==> src/rtl/johnson_seq_ctrl_pkg.sv <==
// Shared types and helpers for the Johnson ring sequencer.
// The jc_legal/jc_index helpers take the ring zero-extended to 16 bits plus the live width.
package johnson_pkg;

   typedef enum logic [1:0] {
      StIdle = 2'd0,
      StRun  = 2'd1,
      StDone = 2'd2
   } state_e;

   localparam logic DIR_FWD = 1'b0;
   localparam logic DIR_REV = 1'b1;

   // Ones count over the first w bits of q.
   function automatic int unsigned jc_popcount(logic [15:0] q, int unsigned w);
      int unsigned k;
      k = 0;
      for (int i = 0; i < 16; i++) begin
         if (i < int'(w) && q[i]) k++;
      end
      return k;
   endfunction

   // Ones packed against the MSB end of a w-bit field (covers 0 and all-ones).
   function automatic logic [31:0] jc_msb_pat(int unsigned w, int unsigned k);
      logic [31:0] mask;
      mask = (32'd1 << w) - 32'd1;
      return mask & ~((32'd1 << (w - k)) - 32'd1);
   endfunction

   function automatic logic jc_legal(logic [15:0] q, int unsigned w);
      int unsigned k;
      logic [31:0] qx;
      k  = jc_popcount(q, w);
      qx = {16'h0000, q};
      return (qx == jc_msb_pat(w, k)) || (qx == ((32'd1 << k) - 32'd1));
   endfunction

   // MSB-aligned ones map to k, LSB-aligned to 2w-k; illegal codes map to 0.
   function automatic int unsigned jc_index(logic [15:0] q, int unsigned w);
      int unsigned k;
      logic [31:0] qx;
      k  = jc_popcount(q, w);
      qx = {16'h0000, q};
      if (qx == jc_msb_pat(w, k)) return k;
      if (qx == ((32'd1 << k) - 32'd1)) return 2 * w - k;
      return 0;
   endfunction

endpackage

==> src/rtl/johnson_seq_ctrl_if.sv <==
// Host-side command/status bundle for the Johnson ring sequencer.
interface johnson_seq_ctrl_if #(
   parameter int unsigned WIDTH = 4,
   parameter int unsigned CNT_W = 8,
   parameter int unsigned IDX_W = $clog2(2 * WIDTH)
);
   logic             start;
   logic [CNT_W-1:0] steps;
   logic             dir;
   logic             abort;
   logic             load;
   logic [WIDTH-1:0] load_val;
   logic [WIDTH-1:0] q;
   logic [2*WIDTH-1:0] phase;
   logic [IDX_W-1:0] phase_idx;
   logic             busy;
   logic             done;
   logic             err;

   modport master (
      output start, steps, dir, abort, load, load_val,
      input  q, phase, phase_idx, busy, done, err
   );

   modport slave (
      input  start, steps, dir, abort, load, load_val,
      output q, phase, phase_idx, busy, done, err
   );
endinterface

==> src/rtl/johnson_ring_core.sv <==
// Johnson ring register (clear > load > step) and its phase decode.
module johnson_ring_core
   import johnson_pkg::*;
#(
   parameter int unsigned WIDTH = 4,
   parameter int unsigned IDX_W = $clog2(2 * WIDTH)
) (
   input  logic               clk,
   input  logic               reset,
   input  logic               i_en,
   input  logic               i_dir,
   input  logic               i_load,
   input  logic [WIDTH-1:0]   i_load_val,
   input  logic               i_clear,
   output logic [WIDTH-1:0]   o_q,
   output logic [2*WIDTH-1:0] o_phase,
   output logic [IDX_W-1:0]   o_phase_idx,
   output logic               o_legal
);
   logic [WIDTH-1:0] r_q;
   logic [15:0]      w_q16;
   int unsigned      w_idx;

   // Ring register update.
   always_ff @(posedge clk or posedge reset) begin
      if (reset) begin
         r_q <= '0;
      end else if (i_clear) begin
         r_q <= '0;
      end else if (i_load) begin
         r_q <= i_load_val;
      end else if (i_en) begin
         if (i_dir == DIR_REV) r_q <= {r_q[WIDTH-2:0], ~r_q[WIDTH-1]};
         else                  r_q <= {~r_q[0], r_q[WIDTH-1:1]};
      end
   end

   // Combinational decode of the ring into one-hot phase and index.
   always_comb begin
      w_q16       = 16'(r_q);
      o_legal     = jc_legal(w_q16, WIDTH);
      w_idx       = jc_index(w_q16, WIDTH);
      o_phase_idx = IDX_W'(w_idx);
      o_phase     = o_legal ? ((2*WIDTH)'(1) << w_idx) : '0;
   end

   assign o_q = r_q;
endmodule

==> src/rtl/johnson_seq_ctrl.sv <==
// Johnson ring sequencer: runs the ring N steps either way, then pulses done.
// Define JOHNSON_SELF_CORRECT_EN to clear illegal ring codes and pulse err.
module johnson_seq_ctrl
   import johnson_pkg::*;
#(
   parameter int unsigned WIDTH = 4,
   parameter int unsigned CNT_W = 8
) (
   input logic               clk,
   input logic               reset,
   johnson_seq_ctrl_if.slave bus
);
   localparam int unsigned IDX_W = $clog2(2 * WIDTH);

   state_e           r_state, w_state_d;
   logic [CNT_W-1:0] r_rem, w_rem_d;
   logic             r_dir, w_dir_d;
   logic             r_err, w_err_d;
   logic             w_en, w_load, w_clear, w_legal, w_fix;
   logic [WIDTH-1:0] w_q;
   logic [2*WIDTH-1:0] w_phase;
   logic [IDX_W-1:0] w_phase_idx;

   johnson_ring_core #(
      .WIDTH (WIDTH),
      .IDX_W (IDX_W)
   ) u_core (
      .clk         (clk),
      .reset       (reset),
      .i_en        (w_en),
      .i_dir       (r_dir),
      .i_load      (w_load),
      .i_load_val  (bus.load_val),
      .i_clear     (w_clear),
      .o_q         (w_q),
      .o_phase     (w_phase),
      .o_phase_idx (w_phase_idx),
      .o_legal     (w_legal)
   );

`ifdef JOHNSON_SELF_CORRECT_EN
   assign w_fix = ~w_legal;
`else
   assign w_fix = 1'b0;
`endif

   // Controller state, remaining-step count, latched direction, err pulse.
   always_ff @(posedge clk or posedge reset) begin
      if (reset) begin
         r_state <= StIdle;
         r_rem   <= '0;
         r_dir   <= DIR_FWD;
         r_err   <= 1'b0;
      end else begin
         r_state <= w_state_d;
         r_rem   <= w_rem_d;
         r_dir   <= w_dir_d;
         r_err   <= w_err_d;
      end
   end

   // Next-state and ring controls; correction outranks every command.
   always_comb begin
      w_state_d = r_state;
      w_rem_d   = r_rem;
      w_dir_d   = r_dir;
      w_err_d   = 1'b0;
      w_en      = 1'b0;
      w_load    = 1'b0;
      w_clear   = 1'b0;
      unique case (r_state)
         StIdle: begin
            if (w_fix) begin
               w_clear = 1'b1;
               w_err_d = 1'b1;
            end else if (bus.abort) begin
               w_state_d = StIdle;
            end else if (bus.load) begin
               w_load = 1'b1;
            end else if (bus.start) begin
               if (bus.steps == '0) begin
                  w_state_d = StDone;
               end else begin
                  w_rem_d   = bus.steps;
                  w_dir_d   = bus.dir;
                  w_state_d = StRun;
               end
            end
         end
         StRun: begin
            if (w_fix) begin
               w_clear   = 1'b1;
               w_err_d   = 1'b1;
               w_state_d = StIdle;
            end else if (bus.abort) begin
               w_state_d = StIdle;
            end else begin
               w_en    = 1'b1;
               w_rem_d = r_rem - CNT_W'(1);
               if (r_rem == CNT_W'(1)) w_state_d = StDone;
            end
         end
         StDone: w_state_d = StIdle;
         default: w_state_d = StIdle;
      endcase
   end

   assign bus.q         = w_q;
   assign bus.phase     = w_phase;
   assign bus.phase_idx = w_phase_idx;
   assign bus.busy      = (r_state == StRun);
   assign bus.done      = (r_state == StDone);
   assign bus.err       = r_err;
endmodule
==> src/flat_wrapper.sv <==
// flat-port wrapper written by rule: the top's interface ports become plain ports
module johnson_seq_ctrl_flat import johnson_pkg::*;
#(
   parameter int unsigned WIDTH = 4,
   parameter int unsigned CNT_W = 8
)
  (clk, reset, bus_start, bus_steps, bus_dir, bus_abort, bus_load, bus_load_val, bus_q, bus_phase, bus_phase_idx, bus_busy, bus_done, bus_err);
  johnson_seq_ctrl_if #(.WIDTH(WIDTH), .CNT_W(CNT_W)) bus_i ();
  input logic clk;
  input logic reset;
  input wire logic [$bits(bus_i.start)-1:0] bus_start;
  input wire logic [$bits(bus_i.steps)-1:0] bus_steps;
  input wire logic [$bits(bus_i.dir)-1:0] bus_dir;
  input wire logic [$bits(bus_i.abort)-1:0] bus_abort;
  input wire logic [$bits(bus_i.load)-1:0] bus_load;
  input wire logic [$bits(bus_i.load_val)-1:0] bus_load_val;
  output wire logic [$bits(bus_i.q)-1:0] bus_q;
  output wire logic [$bits(bus_i.phase)-1:0] bus_phase;
  output wire logic [$bits(bus_i.phase_idx)-1:0] bus_phase_idx;
  output wire logic [$bits(bus_i.busy)-1:0] bus_busy;
  output wire logic [$bits(bus_i.done)-1:0] bus_done;
  output wire logic [$bits(bus_i.err)-1:0] bus_err;
  assign bus_i.start = bus_start;
  assign bus_i.steps = bus_steps;
  assign bus_i.dir = bus_dir;
  assign bus_i.abort = bus_abort;
  assign bus_i.load = bus_load;
  assign bus_i.load_val = bus_load_val;
  assign bus_q = bus_i.q;
  assign bus_phase = bus_i.phase;
  assign bus_phase_idx = bus_i.phase_idx;
  assign bus_busy = bus_i.busy;
  assign bus_done = bus_i.done;
  assign bus_err = bus_i.err;
  johnson_seq_ctrl #(.WIDTH(WIDTH), .CNT_W(CNT_W)) u_core (.clk(clk), .reset(reset), .bus(bus_i));
endmodule
==> config.mk <==
export PLATFORM = sky130hd
export DESIGN_NAME = johnson_seq_ctrl_flat
export DESIGN_NICKNAME = d
export VERILOG_FILES = /design/src/rtl/johnson_seq_ctrl_pkg.sv /design/src/rtl/johnson_seq_ctrl_if.sv /design/src/rtl/johnson_ring_core.sv /design/src/rtl/johnson_seq_ctrl.sv /design/src/flat_wrapper.sv
export SDC_FILE = /design/constraint.sdc
export NUM_CORES = 1
export LEC_CHECK = 0
export BUFFER_PORTS_ARGS = -buffer_cell sky130_fd_sc_hd__buf_2
export CORE_ASPECT_RATIO = 1.75
export CORE_UTILIZATION = 40
export CTS_CLUSTER_SIZE = 28
export DETAILED_ROUTE_END_ITERATION = 6
export RECOVER_POWER = 25
export SLEW_MARGIN = 40
export SYNTH_ARGS = -nofsm -noshare
export SYNTH_HDL_FRONTEND = slang
export SYNTH_SLANG_ARGS = --single-unit
==> constraint.sdc <==
create_clock -name clk -period 8.8 [get_ports clk]
set_clock_uncertainty 0.2 [all_clocks]
set_input_delay 0.44 -clock clk [delete_from_list [all_inputs] [get_ports clk]]
set_output_delay 0.44 -clock clk [all_outputs]
set_load 0.02 [all_outputs]
==> impl_metrics.csv, run 1 <==
group,metric,value,unit
clocking,numCtsBuffers,3,
setup_path,cp_slowest_stage_delay,0.58,ns
timing,tightest_slew,0.682,ns
detailed_routing,wl,4540,um
timing,hold_viol,0,
final_layout,area_delta_synth_final,12.5,%
logic_synthesis,yosysUniqueCellTypes,57,
clocking,insertion_delay,0.26,ns
timing,whs,0.0407,ns
detailed_routing,drtIter0Drc,39,
timing,fmax,176,MHz
placement,dpl.hpwl,3660,um
outcome,run_status,"complete, no violations",
setup_path,cp_common_cell,"ha_1",
detailed_routing,num_vias,1803,
setup_path,worst-path-max-fanout,15,
detailed_routing,ant_nets,0,
detailed_routing,drc,0,
global_routing,grt_max_degree,23,
global_routing,grt_pass1_vias,1707,
setup_path,path_cells,"inv_1, ha_1, xnor2_1, xnor2_2, inv_2, ha_1, ha_1, nor2_1, nand2_1, a21oi_2, nand3_1, ha_1, xnor2_1, nand4_1, mux2i_1, or4_4, o31ai_2, buf_2",
setup_path,cp_slowest_cell,"ha_1",
timing,fin_setup_tns,0,ns
global_routing,antenna_found_initial,0,
logic_synthesis,synth_warnings,0,
final_layout,layout.nets,301,
timing,rsz0062_at_grt,"false",
logic_synthesis,synth_edf_count,0,
logic_synthesis,synthMostInstantiatedCell,"nor2_1",
logic_synthesis,yosys.area.top_type_share,20.8,%
clocking,cts_repair_resize_count,0,
logic_synthesis,syn_inst,237,
setup_path,r2r_cells,5,
setup_path,reg2reg_slack,6.73,ns
detailed_routing,viasPerCell,5.71,
floorplanning,core,4360,um^2
clocking,clkSinkCount,15,
min_path,hold_class,"in -> async",
final_layout,antenna_cells,0,
detailed_routing,drt_first_pass_iters,4,
logic_synthesis,synth.top_cells.by_area,"dfrtp_1, ha_1, o21ai_0",
timing,layout_min_cycle_time,5.69,ns
floorplanning,rows,32,
setup_path,worstSetupStartpointType,"register",
timing,maxSlewViolCount,0,
logic_synthesis,ys_top_cells_by_count,"nor2_1, nand2_1, ha_1, o21ai_0, dfrtp_1",
setup_path,endpoint_kind,"output pin",
setup_path,reg2reg_from,"u_core.r_state[1]$_DFFE_PP0P_",
global_routing,overflow,0,
clocking,cts_tree,"yes",
logic_synthesis,yosys.area.top_type,"dfrtp_1",
floorplanning,die_w,52.8,um
logic_synthesis,async_flop_share,100,%
setup_path,cp_data_required_time,8.16,ns
timing,max_slew_margin,54.6,%
clocking,cts_htree_levels,1,
timing,final.period_utilization,64.6,%
global_routing,grt_first_pass_wirelength,7530,um
logic_synthesis,syn_area_per_cell,7.63,um^2
floorplanning,initial_core_util,41.4,%
clocking,post_cts_buffers,0,
setup_path,worstReg2RegEnd,"u_core.u_core.o_q[2]$_DFFE_PP0P_",
detailed_routing,wl_per_cell,14.4,um
clocking,root_buffer,"clkbuf_8",
clocking,cts_buffer_depth,2,
clocking,hold_buffers,0,
placement,place_congestion,0.846,
job,cap_violations,0,
floorplanning,die_area,4800,um^2
logic_synthesis,ys_seq_area_share,20.8,%
setup_path,crit_type,"reg -> out",
timing,setup_viol,0,
placement,io_buffers,34,
global_routing,grt_usage,20.5,%
floorplanning,io_pins,36,
floorplanning,die_y,90.9,um
logic_synthesis,ys.flop_type,"dfrtp_1",
logic_synthesis,syn_area,1810,um^2
setup_path,critPathArrivalTime,5.05,ns
clocking,clk_pin_slew,0.06,ns
logic_synthesis,ys_ff_latch,15,
final_layout,drive_gt1_share,18.1,%
## cell families after synthesis
kind of cell / synth area share, %
flip-flops: 20.8
AO/OA/AOI/OAI: 22.2
XOR/XNOR: 4.78
other: 0.415
buffers and inverters: 6.71
AND/OR/NAND/NOR: 28.8
adder cells (fa/ha/maj): 11.8
multiplexers: 4.57
## per-stage QoR
step                area [um^2]  worst slack [ns]  instances  util (%)
detailed placement         1990              3.40        312      45.6
floorplan                  1820              3.77        239         -
global placement           1990              3.51        312      45.6
CTS                        2030              3.12        316      46.6
finish                     2030              3.11        316      46.6
global route               2030              2.59        316      46.6
## layer usage
layer  vias up  wire length [um]  global-route usage (%)
met4         0               129                    8.33
met1       836              1720                    21.0
li1        913                 -                       -
met3        11               160                    1.68
met2        43              2530                    39.5
met5         -                 0                       0
## worst max-delay path: cells and delay by family, from the launching register on
family	cells	cell delay, ns
adder cells (fa/ha/maj)	4	1.53
AND/OR/NAND/NOR	5	0.98
XOR/XNOR	3	0.71
buffers and inverters	3	0.52
flip-flops	1	0.49
AO/OA/AOI/OAI	2	0.36
multiplexers	1	0.21
## final cells by class
class / instances / area (um^2)
Sequential cell: 15 / 375
Fill cell: 447 / 2330
Inverter: 16 / 60.1
Timing Repair Buffer: 34 / 170
Tap cell: 51 / 63.8
Clock buffer: 4 / 45.0
Multi-Input combinational cell: 196 / 1320
## registers in the layout (all words and copies together) (netlist names)
| signal | count |
|---|---|
| u_core.r_dir | 1 |
| u_core.r_rem | 8 |
| u_core.r_state | 2 |
| u_core.u_core.o_q | 4 |
## placed cells by master, fill, tap and decap left out, types with 3 or more instances in the layout
cell	Yosys	layout
nor3b_1	3	3
nor2b_1	3	3
a31oi_1	4	4
nand3_1	7	7
clkbuf_8	0	3
nor2_1	21	21
o21ai_1	4	4
nor4_1	6	6
o31ai_1	4	4
mux2i_1	6	6
inv_1	14	14
nor3_1	8	8
a32oi_1	3	3
or3_1	6	6
o21ai_0	17	17
buf_2	1	34
xnor2_1	6	6
nand2b_1	3	3
and3_1	3	3
conb_1	2	4
nand2_1	18	18
o22ai_1	4	4
dfrtp_1	15	15
ha_1	17	17
a21oi_1	14	14
## how the worst max path moves through the flow
stage,slack [ns],endpoint,start,cells after the start
floorplan,3.77,bus_phase[5],u_core.u_core.o_q[0]$_DFFE_PP0P_,19
global placement,3.51,bus_phase[6],u_core.u_core.o_q[0]$_DFFE_PP0P_,18
detailed placement,3.40,bus_phase[6],u_core.u_core.o_q[0]$_DFFE_PP0P_,18
CTS,3.12,bus_phase[6],u_core.u_core.o_q[0]$_DFFE_PP0P_,18
global route,2.59,bus_phase[4],u_core.u_core.o_q[0]$_DFFE_PP0P_,18
finish,3.11,bus_phase[6],u_core.u_core.o_q[0]$_DFFE_PP0P_,18
Power of run 1 is left out: the tool's default activity adds up to more than one toggle a clock period on the data nets, which glitch-free logic cannot reach.
==> run 2: changes to the inputs <==
- clock period: 8.8 -> 5.21 ns (I/O delays scaled with it)
==> run 2 against run 1 <==
Compared with the run above: hold slack worse by 0.032 ns; die area stayed put; sequential share of layout area is 0.58 points lower; global-route usage is 0.15 points higher; first-iteration DRC count is 10% higher; via count is 1.7% higher; routed wire length is 2.2% higher; utilization is 1.5 points higher; cell area is 3.3% higher; critical path depth is 2 higher; worst setup slack worse by 2.8 ns.
==> impl_metrics.csv, run 2 (synthesized netlist as in run 1, its figures left out) <==
group,metric,value,unit
setup_path,cp_slowest_cell,"or4_4",
floorplanning,core,4360,um^2
clocking,clkSinkCount,15,
clocking,cts_buffer_depth,2,
timing,maxSlewViolCount,0,
setup_path,worst-path-max-fanout,8,
detailed_routing,drt_first_pass_iters,4,
detailed_routing,num_vias,1834,
timing,fin_setup_tns,0,ns
setup_path,cp_common_cell,"ha_1",
floorplanning,io_pins,36,
global_routing,overflow,0,
floorplanning,initial_core_util,41.4,%
detailed_routing,drtIter0Drc,43,
floorplanning,die_area,4800,um^2
setup_path,crit_type,"reg -> out",
timing,setup_viol,0,
detailed_routing,drc,0,
timing,final.period_utilization,94.0,%
clocking,insertion_delay,0.25,ns
setup_path,cp_slowest_stage_delay,0.52,ns
min_path,hold_class,"in -> reg",
detailed_routing,viasPerCell,5.66,
setup_path,path_cells,"buf_4, ha_1, mux2i_1, xnor2_1, nand2_1, o21ai_1, inv_1, ha_1, ha_1, nor2_1, nand2_1, a21oi_2, nand3_1, ha_1, xnor2_1, nand4_1, mux2i_2, or4_4, o31ai_2, buf_2",
final_layout,final_common_cell,"buf_2",
placement,io_buffers,34,
global_routing,antenna_found_initial,0,
timing,rsz0062_at_grt,"false",
setup_path,critPathArrivalTime,4.44,ns
global_routing,grt_pass1_vias,1747,
final_layout,antenna_cells,0,
timing,whs,0.00908,ns
clocking,clk_pin_slew,0.06,ns
setup_path,cp_data_required_time,4.75,ns
floorplanning,rows,32,
global_routing,grt_first_pass_wirelength,7510,um
clocking,root_buffer,"clkbuf_8",
final_layout,layout.nets,309,
placement,dpl.hpwl,3790,um
clocking,cts_tree,"yes",
setup_path,endpoint_kind,"output pin",
detailed_routing,wl,4640,um
final_layout,largest_register,"u_core.r_rem",
final_layout,drive_gt1_share,20.5,%
final_layout,area_delta_synth_final,16.1,%
timing,hold_viol,0,
detailed_routing,wl_per_cell,14.3,um
setup_path,cp_top_family,"adder cells",
clocking,cts_htree_levels,1,
job,cap_violations,0,
setup_path,worstSetupStartpointType,"register",
clocking,numCtsBuffers,3,
global_routing,grt_usage,20.7,%
timing,max_slew_margin,54.4,%
global_routing,grt_max_degree,21,
floorplanning,die_y,90.9,um
placement,place_congestion,0.846,
floorplanning,die_w,52.8,um
final_layout,largest_reg_flops,8,
timing,fmax,204,MHz
timing,tightest_slew,0.684,ns
timing,layout_min_cycle_time,4.90,ns
detailed_routing,ant_nets,0,
setup_path,crit_buf_inv,3,
final_layout,mostFrequentLayoutCells,"buf_2, nor2_1, nand2_1, o21ai_0, ha_1",
outcome,run_status,"complete, no violations",
-- run 2: cell count changes in the layout (fill, tap and decap cells not counted), sizes merged --
cell and delta:
dlygate4sd3 +1, buf +7
-- run 2: timing repair --
item,in CTS,in global routing
endpoints found under the setup margin,0,11
setup buffers,0,1
hold buffers,1,0
resized for setup,0,1
endpoints found under the hold margin,15,0
-- run 2: final timing paths --
| path | start | cells after the start | slack (ns) | to |
|---|---|---|---|---|
| worst min-delay path | bus_load_val[0] | 3 | 0.009 | u_core.u_core.o_q[0]$_DFFE_PP0P_ |
| worst min register to register | u_core.r_state[1]$_DFFE_PP0P_ | 1 | 0.31 | u_core.r_state[1]$_DFFE_PP0P_ |
| worst max register to register | u_core.r_state[1]$_DFFE_PP0P_ | 5 | 3.14 | u_core.u_core.o_q[2]$_DFFE_PP0P_ |
| worst max-delay path | u_core.u_core.o_q[0]$_DFFE_PP0P_ | 20 | 0.31 | bus_phase[6] |
| min in group asynchronous | reset | 3 | 0.41 | u_core.u_core.o_q[2]$_DFFE_PP0P_ |
| max in group asynchronous | reset | 3 | 4.01 | u_core.r_dir$_DFFE_PP0P_ |
-- run 2: final cells by class --
cell class	instances	area (um^2)
clock buffer	4	45.0
fill	479	2260
inverter	16	60.1
multi-input combinational	196	1320
sequential	15	375
tap	51	63.8
timing repair buffer	42	233
-- run 2: tightest hold or removal path, cell delays in order --
cell and delay [ns]:
buf_2 0.07, nand2_1 0.03, o21ai_0 0.05
-- run 2: routing by layer --
| layer | GRT usage, % | share of wire, % | vias up |
|---|---|---|---|
| li1 | - | - | 934 |
| met1 | 17.5 | 36 | 846 |
| met2 | 42.3 | 59 | 45 |
| met3 | 2.18 | 2.8 | 9 |
| met4 | 10.1 | 2.3 | 0 |
| met5 | 0 | 0 | - |
-- run 2: through the flow --
step	util [%]	cell area (um^2)	worst slack, ns	instances
4_1_cts	47.8	2090	0.0981	323
6_report	48.1	2100	0.312	324
2_1_floorplan	-	1820	0.359	239
5_1_grt	48.1	2100	0.0138	324
3_5_place_dp	46.6	2030	0.381	318
3_3_place_gp	46.6	2030	0.405	318
Power of run 2 is left out for the same reason.
==> run 3: changes to the inputs <==
- RECOVER_POWER: 25 -> unset
- SYNTH_HIERARCHICAL: unset -> 1
==> run 3 against run 2 <==
Compared with the run above: sequential cell count stayed put; critical path depth shrank 2; global-route usage fell by 0.54 points; synthesized cell count up 7.6%; maximum frequency shrank 0.76%.
==> impl_metrics.csv, run 3 <==
group,metric,value,unit
final_layout,antenna_cells,0,
placement,dpl.hpwl,4000,um
global_routing,grtUsageMet2,41.4,%
timing,whs,0.0153,ns
detailed_routing,wl_per_cell,14.6,um
global_routing,grt_max_degree,16,
timing,tightest_slew,0.742,ns
floorplanning,rows,33,
timing,fin_setup_tns,0,ns
min_path,min_from,"bus_abort",
clocking,cts_htree_levels,1,
setup_path,crit_type,"reg -> out",
global_routing,overflow,0,
final_layout,mostFrequentLayoutCells,"buf_2, nor2_1, a21oi_1, inv_1, nand2_1",
final_layout,final_common_cell,"buf_2",
final_layout,largest_register,"u_core/r_rem",
clocking,cts_buffer_depth,2,
setup_path,critPathArrivalTime,4.47,ns
timing,maxSlewViolCount,0,
power,power_per_cell_area,323,nW/um^2
setup_path,cp_slowest_stage_delay,0.50,ns
detailed_routing,wl,5030,um
final_layout,area_delta_synth_final,16.1,%
min_path,hold_path_end,"u_core/r_state[1]$_DFFE_PP0P_",
placement,place_congestion,0.794,
placement,io_buffers,34,
global_routing,grt_usage,20.1,%
outcome,run_status,"complete, no violations",
floorplanning,io_pins,36,
timing,setup_viol,0,
final_layout,largest_reg_flops,8,
setup_path,r2r_cells,6,
detailed_routing,ant_nets,0,
logic_synthesis,syn_area_per_cell,7.72,um^2
setup_path,reg2reg_slack,2.56,ns
logic_synthesis,synth_warnings,6,
timing,max_slew_margin,50.1,%
global_routing,use_met3,1.29,%
detailed_routing,drtIter0Drc,33,
detailed_routing,drt_first_pass_iters,4,
setup_path,cp_data_required_time,4.75,ns
clocking,clkSinkCount,15,
setup_path,worstReg2RegEnd,"u_core/r_rem[6]$_DFFE_PP0P_",
power,vdd_drop_max,0.244,mV
power,p_leak,0.00105,uW
global_routing,grt_pass1_vias,1816,
setup_path,worst-path-max-fanout,11,
logic_synthesis,syn_inst,255,
job,cap_violations,0,
floorplanning,initial_core_util,41.8,%
detailed_routing,num_vias,1959,
timing,layout_min_cycle_time,4.94,ns
clocking,root_buffer,"clkbuf_8",
setup_path,reg2reg_from,"u_core/r_state[1]$_DFFE_PP0P_",
timing,hold_viol,0,
floorplanning,die_y,94.8,um
setup_path,cp_slowest_cell,"or4_1",
setup_path,endpoint_kind,"output pin",
detailed_routing,drc,0,
setup_path,worstSetupStartpointType,"register",
logic_synthesis,syn_area,1970,um^2
min_path,hold_depth,2,
global_routing,gr-max-usage-layer,"met2",
global_routing,gr-usage-met1,18.3,%
global_routing,antenna_found_initial,0,
clocking,numCtsBuffers,3,
final_layout,drive_gt1_share,23.2,%
timing,fmax,203,MHz
clocking,insertion_delay,0.25,ns
global_routing,grt_first_pass_wirelength,7800,um
floorplanning,die_area,5220,um^2
setup_path,path_cells,"inv_1, ha_1, xnor2_1, xnor2_2, inv_1, ha_2, ha_1, inv_1, ha_1, xor2_1, nand4b_1, a31oi_1, o311a_1, o211ai_1, or4_1, mux2_2, nor2_1, buf_2",
floorplanning,core,4710,um^2
floorplanning,die_w,55.0,um
detailed_routing,viasPerCell,5.68,
clocking,clk_pin_slew,0.07,ns
min_path,hold_class,"in -> reg",
final_layout,layout.nets,329,
clocking,cts_tree,"yes",
timing,final.period_utilization,94.7,%
[run 3: area by class of cell]
cell class                      instances  area, um^2
Tap cell                               52        65.1
Inverter                               17        63.8
Multi-Input combinational cell        212        1480
Clock inverter                          1        5.00
Sequential cell                        15         375
Clock buffer                            3        41.3
Timing Repair Buffer                   45         258
Fill cell                             488        2420
[run 3: worst max-delay path by stage]
stage	startpoint	to	slack [ns]
after global placement	u_core/u_core/o_q[0]$_DFFE_PP0P_	bus_phase[0]	0.37
after floorplan	u_core/u_core/o_q[1]$_DFFE_PP0P_	bus_phase[0]	-0.005
after detailed placement	u_core/u_core/o_q[0]$_DFFE_PP0P_	bus_phase[1]	0.32
after CTS	u_core/u_core/o_q[0]$_DFFE_PP0P_	bus_phase[1]	0.03
final	u_core/u_core/o_q[0]$_DFFE_PP0P_	bus_phase[3]	0.27
after global routing	u_core/u_core/o_q[0]$_DFFE_PP0P_	bus_phase[1]	-0.05
[run 3: timing repair]
action / CTS / global route
resized for setup: 0 / 7
endpoints found under the setup margin: 0 / 11
setup buffers: 0 / 2
hold buffers: 1 / 0
hold endpoints to repair: 15 / 0
[run 3: power breakdown]
part	switching, uW	internal, uW
logic	268	187
registers	39.4	148
clock network	42.2	52.9
total	350	388
[run 3: worst max-delay path, delay by kind of cell (launching register included)]
| kind | cells | cell delay (ns) |
|---|---|---|
| AOI/OAI and AO/OA | 3 | 0.60 |
| xor gates and xnor gates | 3 | 0.53 |
| adders and majority gates | 4 | 1.28 |
| buffers and inverters | 4 | 0.44 |
| DFF | 1 | 0.34 |
| muxes | 1 | 0.28 |
| and+or+nand+nor | 3 | 0.71 |
[run 3: through the flow]
stage	instances	worst slack, ns	cell area [um^2]	power [uW]	utilization, %
5_1_grt	345	-0.0509	2290	803	48.6
6_report	345	0.275	2290	738	48.6
2_1_floorplan	260	-0.00511	1990	532	-
3_5_place_dp	338	0.318	2190	627	46.5
4_1_cts	343	0.0313	2240	725	47.7
3_3_place_gp	338	0.370	2190	623	46.5
[run 3: routing by layer]
metal / part of all wire [%] / up-vias / wire [um]
met4: 2.3 / 0 / 114
li1: - / 991 / -
met2: 57 / 50 / 2860
met1: 38 / 910 / 1920
met3: 2.6 / 8 / 132
met5: 0 / - / 0
No activity file was read; power rests on OpenSTA's default activity.
